**src/rtl/pipe_control_unit.sv**
```systemverilog
// -----------------------------------------------------------------------------
// pipe_control_unit
//
// Pipelined control and hazard unit for the MIPS pipeline. It decodes the
// ID-stage opcode and carries the control word and destination register
// through the ID/EX register, MEM_LATENCY MEM stage registers and the WB
// register. It also detects load-use hazards and drives the stall, bubble and
// flush controls for the PC and IF/ID registers.
//
// Parameters:
//   REG_ADDR_W  register-address width
//   MEM_LATENCY number of MEM pipeline stages (1..4)
//
// Ports:
//   clk, reset                    clock, synchronous active-high reset
//   id_valid, id_opcode           ID instruction valid flag and opcode
//   id_rs, id_rt, id_rd           ID register fields
//   ex_flush                      taken branch resolved in EX
//   pc_write_en, ifid_write_en    PC / IF/ID load enables (low on stall)
//   ifid_flush, id_jump           IF/ID bubble request, jump taken in ID
//   ex_*                          EX-stage controls and destination
//   mem_read, mem_write, mem_dest MEM-stage controls and destination
//   wb_reg_write, wb_memto_reg    WB-stage controls
//   wb_dest                       WB-stage destination
//   illegal_op, illegal_opcode    sticky illegal-opcode trap
//
// Build option: define ILLEGAL_OP_TRAP_EN to enable the illegal-opcode trap;
// otherwise illegal_op and illegal_opcode are tied to 0.
// -----------------------------------------------------------------------------
module pipe_control_unit #(
  parameter int REG_ADDR_W  = 5,
  parameter int MEM_LATENCY = 1
) (
  input  logic                  clk,
  input  logic                  reset,
  input  logic                  id_valid,
  input  logic [5:0]            id_opcode,
  input  logic [REG_ADDR_W-1:0] id_rs,
  input  logic [REG_ADDR_W-1:0] id_rt,
  input  logic [REG_ADDR_W-1:0] id_rd,
  input  logic                  ex_flush,
  output logic                  pc_write_en,
  output logic                  ifid_write_en,
  output logic                  ifid_flush,
  output logic                  id_jump,
  output logic                  ex_alu_src,
  output logic                  ex_sign_zero,
  output logic                  ex_branch,
  output logic                  ex_branch_ne,
  output logic [2:0]            ex_alu_op,
  output logic [REG_ADDR_W-1:0] ex_dest,
  output logic [REG_ADDR_W-1:0] mem_dest,
  output logic [REG_ADDR_W-1:0] wb_dest,
  output logic                  mem_read,
  output logic                  mem_write,
  output logic                  wb_reg_write,
  output logic                  wb_memto_reg,
  output logic                  illegal_op,
  output logic [5:0]            illegal_opcode
);

  localparam logic [5:0] OP_R    = 6'b000000;
  localparam logic [5:0] OP_LW   = 6'b100011;
  localparam logic [5:0] OP_SW   = 6'b101011;
  localparam logic [5:0] OP_BEQ  = 6'b000100;
  localparam logic [5:0] OP_BNE  = 6'b000101;
  localparam logic [5:0] OP_J    = 6'b000010;
  localparam logic [5:0] OP_ADDI = 6'b001000;
  localparam logic [5:0] OP_ANDI = 6'b001100;
  localparam logic [5:0] OP_ORI  = 6'b001101;
  localparam logic [5:0] OP_SLTI = 6'b001010;

  function automatic logic src_hit(input logic [REG_ADDR_W-1:0] dest,
                                   input logic [REG_ADDR_W-1:0] rs,
                                   input logic [REG_ADDR_W-1:0] rt,
                                   input logic use_rs, input logic use_rt);
    src_hit = (dest != '0) && ((use_rs && dest == rs) || (use_rt && dest == rt));
  endfunction

  logic       d_reg_dst, d_reg_write, d_alu_src, d_mem_read, d_mem_write;
  logic       d_memto_reg, d_branch, d_branch_ne, d_sign_zero, d_jump, d_known;
  logic [2:0] d_alu_op;
  logic [REG_ADDR_W-1:0] d_dest;
  logic       use_rs, use_rt, load_use, stall, jump_take, idex_load;

  // ID/EX stage registers
  logic       alu_src_p1, sign_zero_p1, branch_p1, branch_ne_p1;
  logic       mem_read_p1, mem_write_p1, reg_write_p1, memto_reg_p1;
  logic [2:0] alu_op_p1;
  logic [REG_ADDR_W-1:0] dest_p1;

  // MEM stage registers, index 0 is the first MEM stage
  logic [MEM_LATENCY-1:0] mem_read_p2, mem_write_p2, reg_write_p2, memto_reg_p2;
  logic [REG_ADDR_W-1:0]  dest_p2 [MEM_LATENCY];

  // WB stage registers
  logic reg_write_p3, memto_reg_p3;
  logic [REG_ADDR_W-1:0] dest_p3;

  always_comb begin
    d_reg_dst = 1'b0; d_reg_write = 1'b0; d_alu_src = 1'b0; d_mem_read = 1'b0;
    d_mem_write = 1'b0; d_memto_reg = 1'b0; d_branch = 1'b0; d_branch_ne = 1'b0;
    d_sign_zero = 1'b0; d_jump = 1'b0; d_known = 1'b1; d_alu_op = 3'b000;
    case (id_opcode)
      OP_R:    begin d_reg_dst = 1'b1; d_reg_write = 1'b1; end
      OP_LW:   begin d_alu_src = 1'b1; d_mem_read = 1'b1; d_memto_reg = 1'b1;
                     d_reg_write = 1'b1; d_alu_op = 3'b001; end
      OP_SW:   begin d_alu_src = 1'b1; d_mem_write = 1'b1; d_alu_op = 3'b001; end
      OP_BEQ:  begin d_branch = 1'b1; d_alu_op = 3'b010; end
      OP_BNE:  begin d_branch = 1'b1; d_branch_ne = 1'b1; d_alu_op = 3'b010; end
      OP_J:    d_jump = 1'b1;
      OP_ADDI: begin d_alu_src = 1'b1; d_reg_write = 1'b1; d_alu_op = 3'b001; end
      OP_ANDI: begin d_alu_src = 1'b1; d_reg_write = 1'b1; d_sign_zero = 1'b1;
                     d_alu_op = 3'b011; end
      OP_ORI:  begin d_alu_src = 1'b1; d_reg_write = 1'b1; d_sign_zero = 1'b1;
                     d_alu_op = 3'b100; end
      OP_SLTI: begin d_alu_src = 1'b1; d_reg_write = 1'b1; d_alu_op = 3'b101; end
      default: d_known = 1'b0;
    endcase
    d_dest = d_reg_dst ? id_rd : id_rt;
    // Writes to $0 are architecturally discarded, so never carry them.
    if (d_dest == '0) d_reg_write = 1'b0;
  end

  always_comb begin
    use_rs = (id_opcode != OP_J);
    use_rt = (id_opcode == OP_R) || (id_opcode == OP_SW) ||
             (id_opcode == OP_BEQ) || (id_opcode == OP_BNE);
    load_use = 1'b0;
    if (id_valid) begin
      if (mem_read_p1 && src_hit(dest_p1, id_rs, id_rt, use_rs, use_rt))
        load_use = 1'b1;
      // The last MEM stage forwards its data in time, so it is not a hazard.
      for (int i = 0; i < MEM_LATENCY - 1; i++)
        if (mem_read_p2[i] && src_hit(dest_p2[i], id_rs, id_rt, use_rs, use_rt))
          load_use = 1'b1;
    end
    // A flush discards the ID instruction, so its hazard no longer matters.
    stall     = load_use && !ex_flush;
    jump_take = id_valid && d_jump && !stall && !ex_flush;
    idex_load = id_valid && d_known && !d_jump && !stall && !ex_flush;
  end

  assign pc_write_en   = !stall;
  assign ifid_write_en = !stall;
  assign id_jump       = jump_take;
  assign ifid_flush    = ex_flush || jump_take;

  always_ff @(posedge clk) begin
    if (reset) begin
      alu_src_p1 <= 1'b0; sign_zero_p1 <= 1'b0; branch_p1 <= 1'b0;
      branch_ne_p1 <= 1'b0; mem_read_p1 <= 1'b0; mem_write_p1 <= 1'b0;
      reg_write_p1 <= 1'b0; memto_reg_p1 <= 1'b0; alu_op_p1 <= '0; dest_p1 <= '0;
      mem_read_p2 <= '0; mem_write_p2 <= '0; reg_write_p2 <= '0; memto_reg_p2 <= '0;
      for (int i = 0; i < MEM_LATENCY; i++) dest_p2[i] <= '0;
      reg_write_p3 <= 1'b0; memto_reg_p3 <= 1'b0; dest_p3 <= '0;
    end else begin
      // ID -> EX: decoded word or bubble
      alu_src_p1   <= idex_load && d_alu_src;
      sign_zero_p1 <= idex_load && d_sign_zero;
      branch_p1    <= idex_load && d_branch;
      branch_ne_p1 <= idex_load && d_branch_ne;
      mem_read_p1  <= idex_load && d_mem_read;
      mem_write_p1 <= idex_load && d_mem_write;
      reg_write_p1 <= idex_load && d_reg_write;
      memto_reg_p1 <= idex_load && d_memto_reg;
      alu_op_p1    <= idex_load ? d_alu_op : 3'b000;
      dest_p1      <= idex_load ? d_dest : '0;
      // EX -> MEM shift chain
      mem_read_p2[0]  <= mem_read_p1;
      mem_write_p2[0] <= mem_write_p1;
      reg_write_p2[0] <= reg_write_p1;
      memto_reg_p2[0] <= memto_reg_p1;
      dest_p2[0]      <= dest_p1;
      for (int i = 1; i < MEM_LATENCY; i++) begin
        mem_read_p2[i]  <= mem_read_p2[i-1];
        mem_write_p2[i] <= mem_write_p2[i-1];
        reg_write_p2[i] <= reg_write_p2[i-1];
        memto_reg_p2[i] <= memto_reg_p2[i-1];
        dest_p2[i]      <= dest_p2[i-1];
      end
      // MEM -> WB
      reg_write_p3 <= reg_write_p2[MEM_LATENCY-1];
      memto_reg_p3 <= memto_reg_p2[MEM_LATENCY-1];
      dest_p3      <= dest_p2[MEM_LATENCY-1];
    end
  end

  assign ex_alu_src   = alu_src_p1;
  assign ex_sign_zero = sign_zero_p1;
  assign ex_branch    = branch_p1;
  assign ex_branch_ne = branch_ne_p1;
  assign ex_alu_op    = alu_op_p1;
  assign ex_dest      = dest_p1;
  // Memory strobes stay high while the access occupies any MEM stage.
  assign mem_read     = |mem_read_p2;
  assign mem_write    = |mem_write_p2;
  assign mem_dest     = dest_p2[MEM_LATENCY-1];
  assign wb_reg_write = reg_write_p3;
  assign wb_memto_reg = memto_reg_p3;
  assign wb_dest      = dest_p3;

`ifdef ILLEGAL_OP_TRAP_EN
  logic       trap_p1;
  logic [5:0] trap_op_p1;

  always_ff @(posedge clk) begin
    if (reset) begin
      trap_p1    <= 1'b0;
      trap_op_p1 <= '0;
    end else if (id_valid && !d_known && !stall && !ex_flush) begin
      trap_p1 <= 1'b1;
      if (!trap_p1) trap_op_p1 <= id_opcode;
    end
  end

  assign illegal_op     = trap_p1;
  assign illegal_opcode = trap_op_p1;
`else
  assign illegal_op     = 1'b0;
  assign illegal_opcode = 6'b000000;
`endif

endmodule

```
**config.mk**
```make
export PLATFORM = sky130hd
export DESIGN_NAME = pipe_control_unit
export DESIGN_NICKNAME = d
export VERILOG_FILES = /design/src/rtl/pipe_control_unit.sv
export SDC_FILE = /design/constraint.sdc
export NUM_CORES = 1
export LEC_CHECK = 0
export ABC_AREA = 1
export BUFFER_PORTS_ARGS = -buffer_cell sky130_fd_sc_hd__buf_4
export CAP_MARGIN = 10
export CORE_MARGIN = 2
export CORE_UTILIZATION = 45
export CTS_CLUSTER_SIZE = 25
export DETAILED_ROUTE_END_ITERATION = 16
export PLACE_DENSITY = 0.76
export SETUP_SLACK_MARGIN = 0.1
export SYNTH_ARGS = -nofsm -noshare
export SYNTH_HDL_FRONTEND = slang
export SYNTH_SLANG_ARGS = --single-unit
```
**constraint.sdc**
```tcl
create_clock -name clk -period 2.7 [get_ports clk]
set_input_delay 0.135 -clock clk [delete_from_list [all_inputs] [get_ports clk]]
set_output_delay 0.135 -clock clk [all_outputs]
set_load 0.005 [all_outputs]
```
==> results of run 1 <==
-- worst min-delay path by stage --
stage | slack [ns] | end | depth (start not counted) | from
after detailed placement | 0.40 | reg_write_p2 | 2 | reg_write_p1
final | 0.08 | ex_dest[3] | 3 | id_rd[3]
after global placement | 0.39 | wb_reg_write | 2 | reg_write_p2
after CTS | 0.08 | ex_dest[3] | 3 | id_rd[3]
after floorplan | 0.21 | wb_dest[0] | 1 | reset
after global routing | 0.07 | ex_dest[2] | 3 | id_rd[2]
-- cell type report --
class,count,area share [%]
flip-flops and latches,30,30.9
inverters,35,6.75
repair buffers,54,20.8
multi-input cells,126,34.7
clock buffers,8,4.05
well taps,44,2.83
-- report_power, final --
group	internal [mW]	switching, mW	leakage [nW]	total, mW
Sequential	0.443	0.00106	0.242	0.444
Combinational	0.0430	0.0529	0.652	0.0959
Clock	0.178	0.145	0.0446	0.323
-- metal layers --
metal  part of all wire, %  routed length (um)  global-route usage (%)
met5                     0                   0                       0
met4                   1.3                  38                    8.39
met3                   6.7                 190                    5.04
met2                    48                1350                    24.6
met1                    44                1260                    21.8
-- metrics by stage --
| stage | hold WS (ns) | utilization, % |
|---|---|---|
| finish | 0.0841 | 63.2 |
| global route | 0.0683 | 63.2 |
| CTS | 0.0750 | 63.2 |
| global placement | 0.390 | 60.7 |
| detailed placement | 0.396 | 60.7 |
| floorplan | 0.206 | - |
-- worst max-delay path, stage by stage (launching register included) --
cell     delay (ns)
dfxtp_1        0.44
inv_1          0.08
nand2_1        0.06
nand4_1        0.08
nor2_1         0.12
nand2_1        0.07
nand2_1        0.07
nand2_2        0.08
buf_4          0.14
-- cell usage in the layout, fill, tap and decap left out --
cell	Yosys	layout
a31oi_1	1	1
buf_4	8	54
clkbuf_4	0	5
clkbuf_8	0	3
conb_1	1	7
dfxtp_1	30	30
inv_1	33	33
inv_2	2	2
nand2_1	38	38
nand2_2	1	1
nand2_4	1	1
nand3_1	8	8
nand3_2	1	1
nand3_4	1	1
nand4_1	6	6
nor2_1	30	30
nor2_2	8	8
nor2_4	10	10
nor3_1	1	1
o21ai_0	1	1
o21ai_1	3	3
o21ai_2	2	2
or2_1	1	1
xnor2_1	5	5
xor2_1	1	1
-- logic make-up after synthesis --
logic type             share of synthesized area, %
buffers and inverters                          15.3
AO/OA/AOI/OAI                                  2.96
other                                         0.254
XOR/XNOR                                       3.55
flip-flops                                     40.6
AND/OR/NAND/NOR                                37.3
==> results.md, run 1 <==
* Status: completed
* Crit. Startpoint: ex_dest[4]
* Core area at 3080 sq um
* CP Capture Type: output pin
* Synth Instances at 196
* ANT cells at 0
* Final worst-path cycle share at 59.8%
* Post-DP HPWL at 2.29 mm
* Layout area overhead at 31.6%
* Min-delay worst type: in2reg
* RSZ-0062 raised after global routing: no
* Die Y-Extent at between 60 and 70 um
* Leak at about 0.94 nW
* DR vias/cell at about 4.3
* Commonest cells in the netlist: nand2_1, inv_1, dfxtp_1, nor2_1, nor2_4
* Achievable clock frequency at between 0.6 and 0.7 GHz
* H-tree Lvls at 2
* Multi-input logic area at approximately 670 sq um
* Synth Area per Inst at roughly 7.5 sq um
* Reg2Reg Depth at 9
* Drt wl/cell at between 9 and 10 um
* Count leader, synth: nand2_1
* Mapped Area at approximately 1500 sq um
* Power density over the cells at 444 nW/um^2
* Worst setup margin at 1.08 ns
* Synthesized flop and latch total at 30
* Post-synth top area share at 40.6%
* Worst Skew at around 0.012 ns
* Finished Cell Area at 1950 sq um
* Initial antenna violation count at 0
* DIE AREA at 3760 sq um
* Cell row count at 20
* Num Clock Sinks at 30
* Post-Layout Cell Count at 297
* Crit path kind: reg2out
* Synth top area cells: dfxtp_1, nand2_1, inv_1
* Reg area at 601 sq um
* R2R Path Start: ex_dest[4]
* Vias in the first global route at 1010
* Clk slew on worst S/H paths at approximately 0.10 ns
* Synth cell types at 26
* Post-synth EDFFs at 0
* Share of layout cells above drive strength 1 at a little over a third
* Fillers at 300
* GRT overflow at 0
* Critical Path RT at 2.57 ns
* Place WS at ~1.2 ns
* R2r setup slk at 1.25 ns
* Detail Route Antenna Nets at 0
* Total number of vias at 1276
* Critical Path AT at 1.48 ns
* Maxcap violations at 0
* Clk root buf: clkbuf_4
* Post-CTS Setup Bufs at 0
* Fin crit period at 1.62 ns
* Drc violations at 0
* # setup viols final at 0
* Routed wire length at 2.84 mm
* Total design power at 0.863 mW
* TritonRoute pass-1 iters at 4
* Worst skew pair latency at roughly 0.32 ns
* CTS Buf Count at 5
* CP Max Fanout at 5
* Yosys top cell by area: dfxtp_1
* Final hold vios at 0
* Placed cell area at 1870 sq um
* Largest net degree at the start of global routing at 17
* Sequential share of the synthesized area at 40.6%
* DIE WIDTH at 61.3 um
* Fin. max-slew vios at 0
* Reg2reg end: ex_alu_op[2]
* I/O Buffers at 54
* I/O pins at 62
* CTS tree: done
* Worst VDD drop at 0.186 mV
* GRT Util Overall at 16.6%
* FFs w/ async S/R, synth at 0%
* CTS Hold Bufs at 0
* Nets at ~280
* Number of DRC markers in iteration 0 at 37
* Gpl congestion at 0.887
* Resize count post-CTS at 0
* Syn. warnings at 0
* Worst setup endpoint: ifid_write_en
* TNS Setup at 0 ns
* Initial core utilization at between 40% and 50%
* Max Buffers Root-to-Sink at 2
* Cell count after placement at a little under 300
* Worst setup SP type: register
* First-pass GRT wire length at ~4.5 mm
* Synth Flop Type: dfxtp_1
(Power assumes the default switching activity.)
==> run 2, diff against run 1 <==
- ABC_AREA: 1 -> 0
- CORE_UTILIZATION: 45 -> 41
- PLACE_DENSITY: 0.76 -> 0.75
- clock period: 2.7 -> 1.3 ns (I/O delays scaled with it)
==> run 2 against run 1 <==
- the run now ends with negative setup slack left
- die area shrank 4.1%
- power up 100%
- cell count shrank 10%
- critical endpoint is now ex_alu_src
- largest power group unchanged
==> results.md, run 2 <==
* Worst-path cell chain: or4_4 > o21ai_4 > nor4_2 > or4_4 > buf_6 > nor2_1
* Worst setup margin at -0.687 ns
* Core area at 3030 sq um
* Sequential share of power at 53.1%
* Post-Synth Adder-Cell Area at 0%
* Final hold vios at 0
* Syn. warnings at 0
* Commonest cells in the netlist: dfxtp_1, nor2b_1, nor2_1
* Worst skew pair latency at approximately 0.32 ns
* First-pass GRT wire length at 4.96 mm
* CP most frequent cell: or4_4
* Clk slew on worst S/H paths at ~0.10 ns
* Place WS at -0.795 ns
* FFs w/ async S/R, synth at 0%
* Slowest stage cell, crit path: or4_4
* Layout area overhead at 61.3%
* Power density over the cells at 836 nW/um^2
* Crit path buf inv count at 1
* CTS tree: done
* Critical Path AT at 2.24 ns
* Maxcap violations at 0
* DIE WIDTH at approximately 60 um
* Synthesized flop and latch total at 30
* Total design power at 1.74 mW
* TritonRoute pass-1 iters at 4
* Count leader, synth: dfxtp_1
* Gpl congestion at 0.841
* DR vias/cell at ~4.7
* Largest net degree at the start of global routing at 16
* Simple-Gate Fraction of Synth Area at approximately 27%
* Area fraction in compound gates after synthesis at 7.57%
* Worst VDD drop at 0.357 mV
* Drt wl/cell at around 12 um
* Failing checks: negative setup slack
* Net Switching at 0.413 mW
* Min-delay worst type: in2reg
* Synth Instances at roughly 140
* Vias in the first global route at 1173
* I/O Buffers at 54
* Synth cell types at 33
* Hold WS at ~0.0085 ns
* Final worst-path cycle share at 153%
* Mapped Area at 1290 sq um
* Post-synth top area share at 46.6%
* Nets at 246
* Max Buffers Root-to-Sink at 2
* Initial antenna violation count at 0
* GRT Util Overall at 18.6%
* DIE AREA at 3610 sq um
* Post-DP HPWL at 2.57 mm
* Clk root buf: clkbuf_4
* Synth top area cells: dfxtp_1, nor2b_1, xnor2_1
* I/O pins at 62
* Leak at 0.935 nW
* Most common cell after layout, fill and taps aside: buf_4
* Mux cell area share after synthesis at 3.88%
* Synth Flop Type: dfxtp_1
* # setup viols final at 17
* CP Capture Type: register
* Crit path max-delay family: simple AND/OR/NAND/NOR gates
* Synth Area per Inst at 9.41 sq um
* Post-synth EDFFs at 0
* Clock share of power at ~33%
* Achievable clock frequency at 0.503 GHz
* Total number of vias at 1246
* Multi-input logic area at 677 sq um
* Fillers at 245
* Crit path kind: reg2reg
* Detail Route Antenna Nets at 0
* Combinational Power Share at 14.4%
* GRT overflow at 0
* H-tree Lvls at 2
* Largest family of logic cells by synthesized area: simple AND/OR/NAND/NOR gates
* Yosys top cell by area: dfxtp_1
* Most frequent cells in the layout: buf_4, dfxtp_1, nor2b_1
* Cell row count at 20
* Sequential share of the synthesized area at 46.6%
* Share of layout cells above drive strength 1 at 49.5%
* Reg area at 604 sq um
* Initial core utilization at 42.6%
* Internal Power at ~1.3 mW
* CTS Buf Count at 5
* Status: complete, but fails checks
* Worst Skew at roughly 0.011 ns
* Num Clock Sinks at 30
* Worst path max stage delay at 0.59 ns
* ANT cells at 0
* Critical Path RT at 1.56 ns
* RSZ-0062 raised after global routing: yes
* Die Y-Extent at 60.1 um
* Final core utilization at 68.6%
* CP Max Fanout at 6
* Drc violations at 0
* Number of DRC markers in iteration 0 at 37
* Fin. max-slew vios at 0
* Post-synthesis xor/xnor area fraction at 6.80%
* Fin crit period at just under 2 ns
* Routed wire length at 3.21 mm
* Sw Ratio at 23.8%
* Worst setup SP type: register
-- run 2: cell types whose count changed in the layout (fill, tap and decap cells not counted), sizes merged, moves of 4 or more --
cell and delta:
nand2 -35, mux2i +5, inv -34, nor2 -34
nand4 -4, or4 +4, buf +30, nor2b +18
nand3 -9, nor3 +7
-- run 2: cells by family (layout without fill, tap and decap cells) --
kind of cell,after synthesis,in the layout
buffers and inverters,15,94
AND/OR/NAND/NOR,62,62
flip-flops,30,30
multiplexers,5,5
AO/OA/AOI/OAI,14,14
XOR/XNOR,10,10
other,1,7
-- run 2: worst paths after layout --
check                                  end  slack, ns  cells after the start    startpoint
worst min register to register   mem_write       0.44                      1  mem_write_p1
worst max-delay path            ex_alu_src      -0.69                      6    ex_dest[2]
worst max register to register  ex_alu_src      -0.69                      6    ex_dest[2]
worst min-delay path            ex_dest[1]      0.009                      3      id_rd[1]
-- run 2: cell type report --
class                           count  share of cell area, %
Inverter                            1                  0.181
Tap cell                           44                   2.65
Sequential cell                    30                   29.1
Multi-Input combinational cell     98                   32.6
Timing Repair Buffer               85                   32.6
Clock inverter                      1                  0.241
Clock buffer                        7                   2.65
-- run 2: routing by layer --
| layer | part of all wire [%] | vias to the layer above | global-route usage (%) |
|---|---|---|---|
| li1 | - | 617 | - |
| met1 | 41 | 561 | 21.5 |
| met3 | 5.6 | 10 | 4.55 |
| met4 | 1.8 | 0 | 8.89 |
| met2 | 52 | 58 | 32.0 |
| met5 | 0 | - | 0 |
-- run 2: worst register-to-register path: stages, from the launching register on --
cell	delay, ns
dfxtp_2	0.33
or4_4	0.54
o21ai_4	0.15
nor4_2	0.06
or4_4	0.59
buf_6	0.16
nor2_1	0.10
-- run 2: what timing repair did --
action,in CTS,in global routing
pin swaps,15,3
setup buffers,1,0
resized for setup,18,9
endpoints found under the setup margin,18,19
endpoints found under the hold margin,1,0
hold buffers,1,0
-- run 2: metrics by stage --
step	TNS, ns	cells	cell area (sq um)
2_1_floorplan	-10.28	143	1320
3_3_place_gp	-11.12	256	1900
3_5_place_dp	-11.92	256	1900
4_1_cts	-11.23	266	2050
5_1_grt	-12.17	266	2080
6_report	-11.12	266	2080
-- run 2: power groups by stage --
stage | clock network (mW) | registers [mW] | logic (mW)
3_5_place_dp | 0 | 0.944 | 0.227
4_1_cts | 0.579 | 0.923 | 0.241
3_3_place_gp | 0 | 0.944 | 0.220
2_1_floorplan | 0 | 0.945 | 0.0965
5_1_grt | 0.634 | 0.923 | 0.271
6_report | 0.566 | 0.923 | 0.250
==> run 3, diff against run 2 <==
- MAX_ROUTING_LAYER: unset -> met4
- REMOVE_ABC_BUFFERS: unset -> 1
==> run 3 against run 2 <==
- the run still ends with negative setup slack left
- first-iteration DRC count is 5.4% higher
- combinational power is 5% higher
- power is 1.4% higher
- clock skew is 0.0036 ns lower
- critical path type unchanged
- critical endpoint is now ex_dest[1]
- largest cell class unchanged
==> results.md, run 3 (synthesis results as in run 2) <==
* CP Capture Type: register
* Maxcap violations at 0
* Net Switching at 0.428 mW
* TritonRoute pass-1 iters at 4
* Layout area overhead at 67.6%
* Power density over the cells at 816 nW/um^2
* Post-Layout Cell Count at 274
* Internal Power at approximately 1.3 mW
* Clk slew on worst S/H paths at 0.09 ns
* Total design power at 1.76 mW
* Crit path max-delay family: simple AND/OR/NAND/NOR gates
* Max Buffers Root-to-Sink at 2
* Placed cell area at 1930 sq um
* CTS tree: done
* Achievable clock frequency at 0.496 GHz
* Status: complete, but fails checks
* Post-DP HPWL at between 2 and 3 mm
* Combinational Power Share at 14.9%
* Leak at 0.981 nW
* Critical Path AT at 2.28 ns
* Cell count after placement at 260
* Gpl congestion at 0.787
* Met3 WL at between 200 and 300 um
* I/O Buffers at 54
* Largest net degree at the start of global routing at 16
* Worst Skew at 0.00730 ns
* Min-delay worst type: in2reg
* Share of layout cells above drive strength 1 at 49.1%
* Final worst-path cycle share at 155%
* Fin crit period at around 2.0 ns
* Multi-input logic area at 683 sq um
* Nets at roughly 250
* Worst setup SP type: register
* Worst path max stage delay at 0.52 ns
* Clk root buf: clkbuf_4
* First-pass GRT wire length at 5.15 mm
* Worst skew pair latency at ~0.34 ns
* Worst setup margin at -0.716 ns
* Cell row count at 20
* Core area at between 3000 and 4000 sq um
* DIE AREA at 3610 sq um
* DIE WIDTH at 60.1 um
* Critical Path RT at 1.57 ns
* Worst VDD drop at 0.344 mV
* DR vias/cell at between 4 and 5
* CTS Buf Count at 5
* Vias in the first global route at 1187
* Drc violations at 0
* Fin. max-slew vios at 0
* Initial antenna violation count at 0
* Crit path buf inv count at 2
* Die Y-Extent at between 60 and 70 um
* Max Used Layer: met4
* Worst-path cell chain: or4_4 > o21ai_2 > buf_4 > nor4_4 > or4_4 > buf_6 > nor2_1
* Routed wire length at 3.48 mm
* Most common cell after layout, fill and taps aside: buf_4
* Sw Ratio at 24.3%
* Num Clock Sinks at 30
* Initial core utilization at a little over two fifths
* Finished Cell Area at 2160 sq um
* Most frequent cells in the layout: buf_4, dfxtp_1, nor2b_1, buf_6, nor2_1
* Failing checks: negative setup slack
* Slowest stage cell, crit path: or4_4
* GRT overflow at 0
* Clock share of power at 32.7%
* I/O pins at 62
* Sequential share of power at 52.3%
* CP Max Fanout at 8
* ANT cells at 0
* Reg area at approximately 600 sq um
* Number of DRC markers in iteration 0 at 39
* CP most frequent cell: or4_4
* Drt wl/cell at 12.7 um
* H-tree Lvls at 2
* # setup viols final at 17
* Met2 wire length at roughly 1.8 mm
* Place WS at -0.788 ns
* Crit path kind: reg2reg
* Detail Route Antenna Nets at 0
* M1 wire length at 1.38 mm
* GRT Util Overall at 20.8%
* Total number of vias at 1271
* Final hold vios at 0
* Fillers at 227
* Final core utilization at 71.3%
* RSZ-0062 raised after global routing: yes
[run 3: cell types whose count changed in the layout (fill, tap and decap cells not counted), moves of 2 or more]
cell | previous run | this run
dlygate4sd3_1 | 1 | 5
buf_4 | 75 | 77
buf_6 | 8 | 10
dfxtp_1 | 27 | 29
dfxtp_2 | 3 | 1
nor2_4 | 3 | 1
[run 3: worst paths after layout]
kind	start	endpoint	slack, ns	cells after the start
max	ex_dest[1]	ex_dest[1]	-0.72	7
min	id_opcode[1]	ex_alu_op[1]	0.009	4
max reg2reg	ex_dest[1]	ex_dest[1]	-0.72	7
min reg2reg	reg_write_p2	wb_reg_write	0.44	1
[run 3: layout make-up]
cell class	instances	area share (%)
timing repair buffer	93	35.0
multi-input combinational	98	31.6
sequential	30	27.9
clock buffer	7	2.55
tap	44	2.55
clock inverter	1	0.232
inverter	1	0.174
[run 3: per-stage QoR]
stage                     TNS, ns  hold WS, ns
final                      -11.68      0.00882
after detailed placement   -11.93        0.319
after CTS                  -11.12      0.00527
after global routing       -12.77      0.00831
after global placement     -11.42        0.317
after floorplan            -11.34        0.135
[run 3: power groups by stage]
stage          Sequential [mW]  Combinational (mW)  Clock (mW)
4_1_cts                  0.922               0.245       0.586
3_5_place_dp             0.944               0.230           0
6_report                 0.922               0.263       0.577
5_1_grt                  0.923               0.283       0.636
2_1_floorplan            0.945              0.0695           0
3_3_place_gp             0.944               0.226           0
[run 3: worst reg2reg max path, cell delays in order (launching register included)]
cell	delay (ns)
dfxtp_2	0.32
or4_4	0.52
o21ai_2	0.17
buf_4	0.15
nor4_4	0.05
or4_4	0.47
buf_6	0.17
nor2_1	0.10
[run 3: repair_timing]
action | in CTS | in global routing
hold buffers | 4 | 1
pin swaps | 4 | 4
endpoints found under the hold margin | 4 | 1
endpoints found under the setup margin | 18 | 18
gates cloned | 0 | 0
setup buffers | 0 | 1
gates resized for setup | 10 | 19
[run 3: metal layers]
metal,track usage [%],vias up
li1,-,636
met1,22.5,576
met2,34.0,53
met3,7.36,6
met4,9.52,0
met5,-,-
